==> src/rtl/alu6_issue_queue_if.sv <==
// Command, ALU-side and result signals of alu6_issue_queue, bundled as one interface.
// master = upstream/ALU/consumer side, slave = the issue queue itself.
interface alu6_issue_queue_if #(parameter int DEPTH = 4);
  logic                   cmd_valid;
  logic                   cmd_ready;
  logic [5:0]             cmd_a;
  logic [5:0]             cmd_b;
  logic [1:0]             cmd_op;
  logic [5:0]             alu_a;
  logic [5:0]             alu_b;
  logic [1:0]             alu_op;
  logic [5:0]             alu_result;
  logic                   res_valid;
  logic                   res_ready;
  logic [5:0]             res_data;
  logic [1:0]             res_op;
  logic                   res_zero;
  logic                   res_neg;
  logic [$clog2(DEPTH):0] count;
  logic                   busy;

  modport master (
    output cmd_valid, cmd_a, cmd_b, cmd_op, alu_result, res_ready,
    input  cmd_ready, alu_a, alu_b, alu_op, res_valid, res_data, res_op,
           res_zero, res_neg, count, busy
  );

  modport slave (
    input  cmd_valid, cmd_a, cmd_b, cmd_op, alu_result, res_ready,
    output cmd_ready, alu_a, alu_b, alu_op, res_valid, res_data, res_op,
           res_zero, res_neg, count, busy
  );
endinterface

==> src/rtl/alu6_issue_queue.sv <==
// Front-end for the 6-bit ALU: latches one command per 2 cycles onto the ALU
// inputs, captures the combinational result and buffers it in a small FIFO.
module alu6_issue_queue #(
  parameter int DEPTH = 4
) (
  input  logic              clk,
  input  logic              rst,
  alu6_issue_queue_if.slave bus
);
  localparam int PW = $clog2(DEPTH);
  localparam int CW = PW + 1;
  localparam logic [CW-1:0] FULL = CW'(DEPTH);

  typedef enum logic {IDLE, EXEC} state_t;
  typedef struct packed {
    logic [1:0] op;
    logic [5:0] data;
  } entry_t;

  state_t        state;
  logic [5:0]    a_q, b_q;
  logic [1:0]    op_q;
  entry_t        mem [DEPTH];
  logic [PW-1:0] wptr, rptr;
  logic [CW-1:0] count;
  entry_t        head;
  logic          cmd_ready, res_valid, accept, push, pop;

  assign cmd_ready = (state == IDLE) && (count < FULL);
  assign res_valid = (count != '0);
  assign accept    = bus.cmd_valid && cmd_ready;
  // The EXEC cycle always pushes: acceptance already reserved a free slot.
  assign push      = (state == EXEC);
  assign pop       = res_valid && bus.res_ready;
  assign head      = mem[rptr];

  always_ff @(posedge clk or posedge rst) begin
    if (rst) begin
      state <= IDLE;
      a_q   <= '0;
      b_q   <= '0;
      op_q  <= '0;
    end else begin
      case (state)
        IDLE: if (accept) begin
          a_q   <= bus.cmd_a;
          b_q   <= bus.cmd_b;
          op_q  <= bus.cmd_op;
          state <= EXEC;
        end
        EXEC: state <= IDLE;
        default: state <= IDLE;
      endcase
    end
  end

  always_ff @(posedge clk or posedge rst) begin
    if (rst) begin
      wptr  <= '0;
      rptr  <= '0;
      count <= '0;
      for (int i = 0; i < DEPTH; i++) mem[i] <= '0;
    end else begin
      if (push) begin
        mem[wptr] <= {op_q, bus.alu_result};
        wptr      <= wptr + 1'b1;
      end
      if (pop) rptr <= rptr + 1'b1;
      case ({push, pop})
        2'b10:   count <= count + 1'b1;
        2'b01:   count <= count - 1'b1;
        default: count <= count;
      endcase
    end
  end

  assign bus.cmd_ready = cmd_ready;
  assign bus.alu_a     = a_q;
  assign bus.alu_b     = b_q;
  assign bus.alu_op    = op_q;
  assign bus.res_valid = res_valid;
  assign bus.res_data  = head.data;
  assign bus.res_op    = head.op;
  assign bus.res_zero  = (head.data == 6'd0);
  assign bus.res_neg   = head.data[5];
  assign bus.count     = count;
  assign bus.busy      = (state == EXEC);
endmodule

==> src/flat_wrapper.sv <==
// flat-port wrapper written by rule: the top's interface ports become plain ports
module alu6_issue_queue_flat 
#(
  parameter int DEPTH = 4
)
  (clk, rst, bus_cmd_valid, bus_cmd_a, bus_cmd_b, bus_cmd_op, bus_alu_result, bus_res_ready, bus_cmd_ready, bus_alu_a, bus_alu_b, bus_alu_op, bus_res_valid, bus_res_data, bus_res_op, bus_res_zero, bus_res_neg, bus_count, bus_busy);
  alu6_issue_queue_if #(.DEPTH(DEPTH)) bus_i ();
  input  logic clk;
  input  logic rst;
  input wire logic [$bits(bus_i.cmd_valid)-1:0] bus_cmd_valid;
  input wire logic [$bits(bus_i.cmd_a)-1:0] bus_cmd_a;
  input wire logic [$bits(bus_i.cmd_b)-1:0] bus_cmd_b;
  input wire logic [$bits(bus_i.cmd_op)-1:0] bus_cmd_op;
  input wire logic [$bits(bus_i.alu_result)-1:0] bus_alu_result;
  input wire logic [$bits(bus_i.res_ready)-1:0] bus_res_ready;
  output wire logic [$bits(bus_i.cmd_ready)-1:0] bus_cmd_ready;
  output wire logic [$bits(bus_i.alu_a)-1:0] bus_alu_a;
  output wire logic [$bits(bus_i.alu_b)-1:0] bus_alu_b;
  output wire logic [$bits(bus_i.alu_op)-1:0] bus_alu_op;
  output wire logic [$bits(bus_i.res_valid)-1:0] bus_res_valid;
  output wire logic [$bits(bus_i.res_data)-1:0] bus_res_data;
  output wire logic [$bits(bus_i.res_op)-1:0] bus_res_op;
  output wire logic [$bits(bus_i.res_zero)-1:0] bus_res_zero;
  output wire logic [$bits(bus_i.res_neg)-1:0] bus_res_neg;
  output wire logic [$bits(bus_i.count)-1:0] bus_count;
  output wire logic [$bits(bus_i.busy)-1:0] bus_busy;
  assign bus_i.cmd_valid = bus_cmd_valid;
  assign bus_i.cmd_a = bus_cmd_a;
  assign bus_i.cmd_b = bus_cmd_b;
  assign bus_i.cmd_op = bus_cmd_op;
  assign bus_i.alu_result = bus_alu_result;
  assign bus_i.res_ready = bus_res_ready;
  assign bus_cmd_ready = bus_i.cmd_ready;
  assign bus_alu_a = bus_i.alu_a;
  assign bus_alu_b = bus_i.alu_b;
  assign bus_alu_op = bus_i.alu_op;
  assign bus_res_valid = bus_i.res_valid;
  assign bus_res_data = bus_i.res_data;
  assign bus_res_op = bus_i.res_op;
  assign bus_res_zero = bus_i.res_zero;
  assign bus_res_neg = bus_i.res_neg;
  assign bus_count = bus_i.count;
  assign bus_busy = bus_i.busy;
  alu6_issue_queue #(.DEPTH(DEPTH)) u_core (.clk(clk), .rst(rst), .bus(bus_i));
endmodule
==> config.mk <==
export PLATFORM = sky130hd
export DESIGN_NAME = alu6_issue_queue_flat
export DESIGN_NICKNAME = d
export VERILOG_FILES = /design/src/rtl/alu6_issue_queue_if.sv /design/src/rtl/alu6_issue_queue.sv /design/src/flat_wrapper.sv
export SDC_FILE = /design/constraint.sdc
export NUM_CORES = 1
export LEC_CHECK = 0
export BUFFER_PORTS_ARGS = -buffer_cell sky130_fd_sc_hd__buf_2
export CAP_MARGIN = 20
export CORE_ASPECT_RATIO = 1.75
export CORE_MARGIN = 2
export CORE_UTILIZATION = 44
export CTS_CLUSTER_DIAMETER = 40
export CTS_CLUSTER_SIZE = 28
export DETAILED_ROUTE_END_ITERATION = 8
export PLACE_DENSITY = 0.68
export SETUP_SLACK_MARGIN = 0.1
export SYNTH_ARGS = -nofsm -noshare
export SYNTH_HDL_FRONTEND = slang
export SYNTH_SLANG_ARGS = --single-unit
==> constraint.sdc <==
create_clock -name clk -period 1.6 [get_ports clk]
set_input_delay 0.16 -clock clk [delete_from_list [all_inputs] [get_ports clk]]
set_output_delay 0.16 -clock clk [all_outputs]
set_load 0.02 [all_outputs]
==> results of run 1 <==
## area by class of cell
cell class                 instances  share of cell area
sequential                        54               0.441
multi-input combinational         81               0.317
timing repair buffer              75               0.176
clock buffer                       7              0.0248
tap                               55              0.0224
clock inverter                     1             0.00976
inverter                           7             0.00854
## layer usage
metal / GRT usage / share of wire / wire length, um
met5: 0 / 0 / 0
met4: 0.0524 / 0.016 / 76
met3: 0.0282 / 0.045 / 213
met2: 0.325 / 0.57 / 2710
met1: 0.192 / 0.37 / 1770
## stage by stage
step                worst slack [ps]  cell area [um^2]  std cells  utilization  hold WS (ps)
floorplan                       -394              2440        148            -           308
global placement                -387              2860        265        0.548           239
detailed placement              -393              2860        265        0.548           261
CTS                             -636              3040        277        0.582          76.9
global route                    -706              3080        280        0.591          76.8
finish                          -619              3080        280        0.591          83.0
## power by group through the flow
stage               sequential (mW)  combinational (mW)  clock (mW)
floorplan                      2.68                2.13           0
global placement               2.45                3.19           0
finish                         2.50                3.77       0.883
detailed placement             2.50                3.30           0
global route                   2.60                4.04       0.958
CTS                            2.50                3.60       0.905
## worst max path at each step
stage          slack, ps           end
2_1_floorplan       -390  bus_res_zero
3_3_place_gp        -390  bus_res_zero
3_5_place_dp        -390  bus_res_zero
4_1_cts             -640  bus_res_zero
5_1_grt             -710  bus_res_zero
6_report            -620  bus_res_zero
## placed cells by master, fill, tap and decap left out, types with 2 or more instances in the layout
cell | synthesis | final
buf_12 | 0 | 3
dfrtp_1 | 54 | 49
xnor2_1 | 2 | 2
buf_4 | 1 | 14
dfrtp_2 | 0 | 5
buf_6 | 1 | 13
clkbuf_1 | 1 | 2
ha_1 | 5 | 4
inv_1 | 7 | 5
xor2_1 | 4 | 4
inv_2 | 0 | 2
mux2_2 | 46 | 38
mux2_4 | 0 | 8
buf_2 | 3 | 44
mux4_2 | 3 | 8
clkbuf_8 | 0 | 5
nand2_1 | 6 | 6
## what timing repair did
item / in CTS / in global routing
endpoints found under the hold margin: 24 / 0
pin swaps: 6 / 3
resized for setup: 23 / 8
setup endpoints to repair: 13 / 13
setup buffers: 3 / 6
hold buffers: 1 / 0
## flip-flops by register name, indices dropped and copies added (netlist names)
| register | count |
|---|---|
| u_core.bus.alu_b | 6 |
| u_core.mem | 32 |
| u_core.bus.alu_op | 2 |
| u_core.wptr | 2 |
| u_core.bus.count | 3 |
| u_core.rptr | 2 |
| u_core.bus.busy | 1 |
| u_core.bus.alu_a | 6 |
## worst max-delay path, cell delays in order (launching register included)
cell	delay, ps
dfrtp_2	420
mux4_2	530
or4_4	540
nor3_4	130
buf_6	130
## cells by family (layout without fill, tap and decap cells)
group,Yosys count,in the layout
fa+ha+maj,6,6
simple gates,12,12
buf+inv,13,90
xor+xnor,6,6
mux,55,55
flops,54,54
compound gates,2,2
==> summary.md, run 1 <==
| Metric | Value |
|---|---|
| Synth warnings | 0 |
| Net Sw Power | 2.56 mW |
| Fill cell count | 416 |
| Synth Area in Adders | 0.0351 |
| Layout area overhead | 30.9% |
| Final Critical Period | 2220 ps |
| Root Buffer | clkbuf_8 |
| First-pass GRT wire length | 7870 um |
| CTS tree | done |
| Failing checks | setup timing |
| # setup viols final | 10 |
| Port bufs | 53 |
| Max VDD drop | 1.11 mV |
| Mapped Nets | 178 |
| DR pass1 iterations | 4 |
| Count leader, synth | dfrtp_1 |
| Synth Area in Simple Gates | 0.0255 |
| Pins Over Slew Limit | 0 |
| Longest Clk Path Bufs | 2 |
| Ant. Diodes | 0 |
| R2R Setup Slk | -30 ps |
| Ys flop type | dfrtp_1 |
| Pint | 4.60 mW |
| Vias in the first global route | 1716 |
| Die Width | 59.3 um |
| WP data required | 1440 ps |
| Area share of the largest cell type after synthesis | 0.575 |
| CTS Buf Count | 5 |
| Post-Synth XOR/XNOR Area | 0.0224 |
| Worst r2r dst | u_core.bus.count[2] |
| Total global-route track usage | 0.174 |
| Sequential area share after synthesis | 0.575 |
| Largest net degree at the start of global routing | 27 |
| Endpoints failing hold | 0 |
| Clock sinks | 54 |
| #FFs+latches synth | 54 |
| Cell accounting for the most synthesized area | dfrtp_1 |
| Wire length per cell | 17.0 um |
| Routability Congestion | 0.712 |
| Via density | 5.27 |
| Relative slew slack | 0.616 |
| Ranking of synthesized cells by area | dfrtp_1, mux2_2, mux4_1 |
| H-tree depth | 2 |
| Final wirelength | 4770 um |
| IO Pins | 54 |
| Register share of total power | 0.350 |
| Clock network power share | 0.123 |
| Worst-skew pair later-pin latency | 300 ps |
| Setup CP Type | register to primary output |
| Initial core utilization | 0.451 |
| Fmax | 451 MHz |
| Top post-synthesis cells by count | dfrtp_1, mux2_2, inv_1 |
| Post-synthesis compound-gate area fraction | 0.00585 |
| Clock Skews | 11.7 ps |
| Layout cells sized above 1 | 0.658 |
| Die Footprint | 0.00597 mm^2 |
| Period utilisation layout | 1.39 |
| GRT Residual Overflow | 0 |
| Worst R2R Start | u_core.bus.count[0] |
| Async S/R FF share, synth | 1.00 |
| Static Leakage | 1.44 nW |
| Worst Path Arrival | 2060 ps |
| Routed Antenna Nets | 0 |
| Critical path origin | u_core.rptr[0] |
| Gate power share | 0.527 |
| Max cap viols | 0 |
| PnR worst setup slack | -619 ps |
| Row count | 35 |
| Hold_sp | bus_cmd_a[4] |
| Largest family of logic cells by synthesized area | multiplexers |
| Power, Total | 7.16 mW |
| Layout Nets | 254 |
| Storage cell area | 0.00136 mm^2 |
| Sw frac | 0.358 |
| Syn_area_per_cell | 15.9 um^2 |
| Post-synth EDFFs | 0 |
| Crit. End Element | primary output |
| Crit Path Max Fanout | 4 |
| Status | finished, violations left |
| P per Cell Area | 2330 mW/mm^2 |
| Hold WC Path Type | input pin to register |
| Mux contribution to synthesized area | 0.309 |
| Hpwl dp | 3500 um |
| Critical Path Start Type | register |
| Height of the die | 101 um |
| Initial DRC Count | 22 |
| Synth unique cells | 22 |
| Synthesized cell area | 0.00235 mm^2 |
| Hold EP | u_core.bus.alu_a[4] |
| Multi-input gate area | 977 um^2 |
| Synthesized instance count | 148 |
| Sum Neg Setup Slack | -2250 ps |
| Core ar. | 0.00521 mm^2 |
| RSZ-0062 raised after global routing | true |
| Hold Path Stages | 2 |
| Slew @ Worst Pin | 576 ps |
| DR vias | 1476 |
| DRC viols | 0 |
| Initial antenna violation count | 0 |
| Reg clk slew, reported paths | 90 ps |
| R2R depth | 7 |
No activity file was read; power rests on OpenSTA's default activity.
==> inputs of run 2 (changes only) <==
--- a/config.mk
+++ b/config.mk
@@ -7,13 +7,12 @@
 export LEC_CHECK = 0
 export BUFFER_PORTS_ARGS = -buffer_cell sky130_fd_sc_hd__buf_2
 export CAP_MARGIN = 20
-export CORE_ASPECT_RATIO = 1.75
 export CORE_MARGIN = 2
 export CORE_UTILIZATION = 44
 export CTS_CLUSTER_DIAMETER = 40
 export CTS_CLUSTER_SIZE = 28
 export DETAILED_ROUTE_END_ITERATION = 8
-export PLACE_DENSITY = 0.68
+export PLACE_DENSITY = 0.65
 export SETUP_SLACK_MARGIN = 0.1
 export SYNTH_ARGS = -nofsm -noshare
 export SYNTH_HDL_FRONTEND = slang
==> constraint.sdc (replaced) <==
create_clock -name clk -period 2.8 [get_ports clk]
set_input_delay 0.28 -clock clk [delete_from_list [all_inputs] [get_ports clk]]
set_output_delay 0.28 -clock clk [all_outputs]
set_load 0.02 [all_outputs]
==> run 2 against run 1 <==
Net effect: the run now ends clean; global-route usage shrank 1.9 points; worst hold slack better by 120 ps; first-iteration DRC count rose by 45%; clock power decreased by 41%; via count down 3.4%; combinational power fell by 58%; sequential share of layout area grew 4.0 points; critical path depth is the same; clock skew grew 0.96 ps; highest routed layer unchanged.
==> summary.md, run 2 (synthesis gave the netlist of run 1 again) <==
| Metric | Value |
|---|---|
| Initial DRC Count | 32 (+45%) |
| RSZ-0062 raised after global routing | false |
| Clock sinks | 54 (unchanged) |
| Endpoints failing hold | 0 (unchanged) |
| Worst Path Arrival | 2280 ps (+220 ps) |
| GRT Residual Overflow | 0 (unchanged) |
| Total global-route track usage | 0.155 (-0.0186) |
| Initial antenna violation count | 0 (unchanged) |
| Flip-flop count of the largest register after layout | 32 (unchanged) |
| Vias in the first global route | 1549 (-9.7%) |
| Routed Antenna Nets | 0 (unchanged) |
| Gate power share | 0.442 (-0.085) |
| Worst-skew pair later-pin latency | 310 ps (about the same) |
| Max cap viols | 0 (unchanged) |
| Wire length per cell | 15.6 um (-8.1%) |
| CP top delay family | simple AND/OR/NAND/NOR gates |
| CP bufs+invs | 1 (unchanged) |
| Ant. Diodes | 0 (unchanged) |
| Via density | 5.20 (-1.3%) |
| Relative slew slack | 0.588 (-0.0279) |
| Fin cells | 274 (-2.1%) |
| # setup viols final | 0 (-10) |
| Initial core utilization | 0.457 (+0.00626) |
| Root Buffer | clkbuf_8 |
| Sum Neg Setup Slack | 0 ps (+2250 ps) |
| Fill cell count | 462 (+11%) |
| CTS tree | done |
| DR vias | 1426 (-3.4%) |
| P per Cell Area | 1270 mW/mm^2 (-45%) |
| First-pass GRT wire length | 7170 um (-8.9%) |
| Longest Clk Path Bufs | 2 (unchanged) |
| Hpwl dp | 3070 um (-12%) |
| Crit-path max cell delay | 570 ps (+30 ps) |
| Die Footprint | 0.00594 mm^2 (-0.39%) |
| DRC viols | 0 (unchanged) |
| Die Width | 77.1 um (+30%) |
| Layout area overhead | 19.6% |
| Fmax | 391 MHz |
| Critical Path Start Type | register |
| Commonest non-fill, non-tap cell in the layout | buf_2 |
| Crit Path Max Fanout | 10 (+6) |
| Register share of total power | 0.412 (+0.062) |
| Reg clk slew, reported paths | 90 ps (about the same) |
| Hold WC Path Type | input pin to register |
| Setup CP Type | register to primary output |
| Pint | 2.25 mW (-51%) |
| Slew @ Worst Pin | 619 ps (+42.8 ps) |
| Clock Skews | 12.7 ps (+0.960 ps) |
| DR pass1 iterations | 4 (unchanged) |
| Pins Over Slew Limit | 0 (unchanged) |
| Largest net degree at the start of global routing | 55 (+100%) |
| Biggest register | u_core.mem |
| Row count | 26 (-26%) |
| Status | finished, final reports clean |
| Final wirelength | 4290 um (-10%) |
| Final Critical Period | 2560 ps |
| H-tree depth | 2 (unchanged) |
| Inst Count DP | 265 (unchanged) |
| Net Sw Power | 1.32 mW (-48%) |
| Core ar. | 0.00514 mm^2 (-1.4%) |
| Layout Nets | 234 (-7.9%) |
| Layout cells sized above 1 | 0.559 (-0.0990) |
| Routability Congestion | 0.750 (+5.3%) |
| Worst path slowest cell | mux4_2 |
| WP data required | 2520 ps (+1080 ps) |
| Port bufs | 53 (unchanged) |
| IO Pins | 54 (unchanged) |
| Most frequent cells in the layout | buf_2, dfrtp_1, mux2_2 |
| Clock network power share | 0.146 (+0.023) |
| Post-CTS setup buffer count | 0 (-3) |
| Static Leakage | 1.31 nW (-9.2%) |
| Height of the die | 77.1 um (-23%) |
| Crit. End Element | primary output |
| Max VDD drop | 0.658 mV (-41%) |
| Cells along the critical path | mux4_2 > or4_1 > nor3_2 > buf_2 |
| Period utilisation layout | 0.913 |
| CTS Buf Count | 5 (unchanged) |
| Sw frac | 0.370 (+0.0120) |
run 2: changes by cell type in the layout (fill, tap and decap cells not counted), moves of 3 or more:
cell     delta
mux2_2      +8
mux4_1      +5
buf_6      -13
mux2_4      -8
dfrtp_1     +3
mux4_2      -5
buf_4      -14
buf_2       +9
dfrtp_2     -3
run 2: final cells by class:
class	instances	area, um^2	share of cell area
clock buffer	6	82.6	0.0294
clock inverter	1	30.0	0.0107
inverter	7	26.3	0.00935
multi-input combinational	81	936	0.333
sequential	54	1350	0.482
tap	70	87.6	0.0312
timing repair buffer	55	295	0.105
run 2: metal layers:
layer,routed length (um),global-route usage,vias up
met5,0,0,-
met4,40,0.0482,0
met3,304,0.0471,5
met2,2220,0.269,54
met1,1720,0.185,731
li1,-,-,636
run 2: per-stage QoR:
stage	setup WS (ps)	total power, mW	hold slack [ps]	util	cell area (um^2)
after floorplan	632	2.62	431	-	2350
after global placement	489	2.99	482	0.519	2670
after detailed placement	410	3.09	490	0.519	2670
after CTS	168	3.62	191	0.541	2780
after global routing	131	3.79	194	0.547	2810
final	243	3.57	203	0.547	2810
run 2: power by group through the flow:
stage,clock (mW),combinational [mW],sequential [mW]
floorplan,0,1.11,1.52
finish,0.521,1.58,1.47
detailed placement,0,1.61,1.48
global placement,0,1.54,1.45
global route,0.565,1.70,1.53
CTS,0.539,1.60,1.48
run 2: final timing paths:
check                               startpoint                    to  slack [ps]  depth (start not counted)
setup / recovery                u_core.rptr[0]          bus_res_zero         240                          4
hold / removal                   bus_cmd_op[0]  u_core.bus.alu_op[0]         200                          2
setup reg to reg           u_core.bus.count[0]   u_core.bus.count[2]         950                          7
hold reg to reg                  u_core.mem[1]         u_core.mem[1]         500                          1
max in group asynchronous                  rst        u_core.rptr[0]        1860                          4
min in group asynchronous                  rst   u_core.bus.alu_a[2]         440                          3
run 2: repair_timing:
action / CTS / global route
hold buffers: 0 / 1
endpoints found under the setup margin: 1 / 1
pin swaps: 0 / 0
cloned: 0 / 0
resized for setup: 1 / 1
endpoints found under the hold margin: 0 / 9
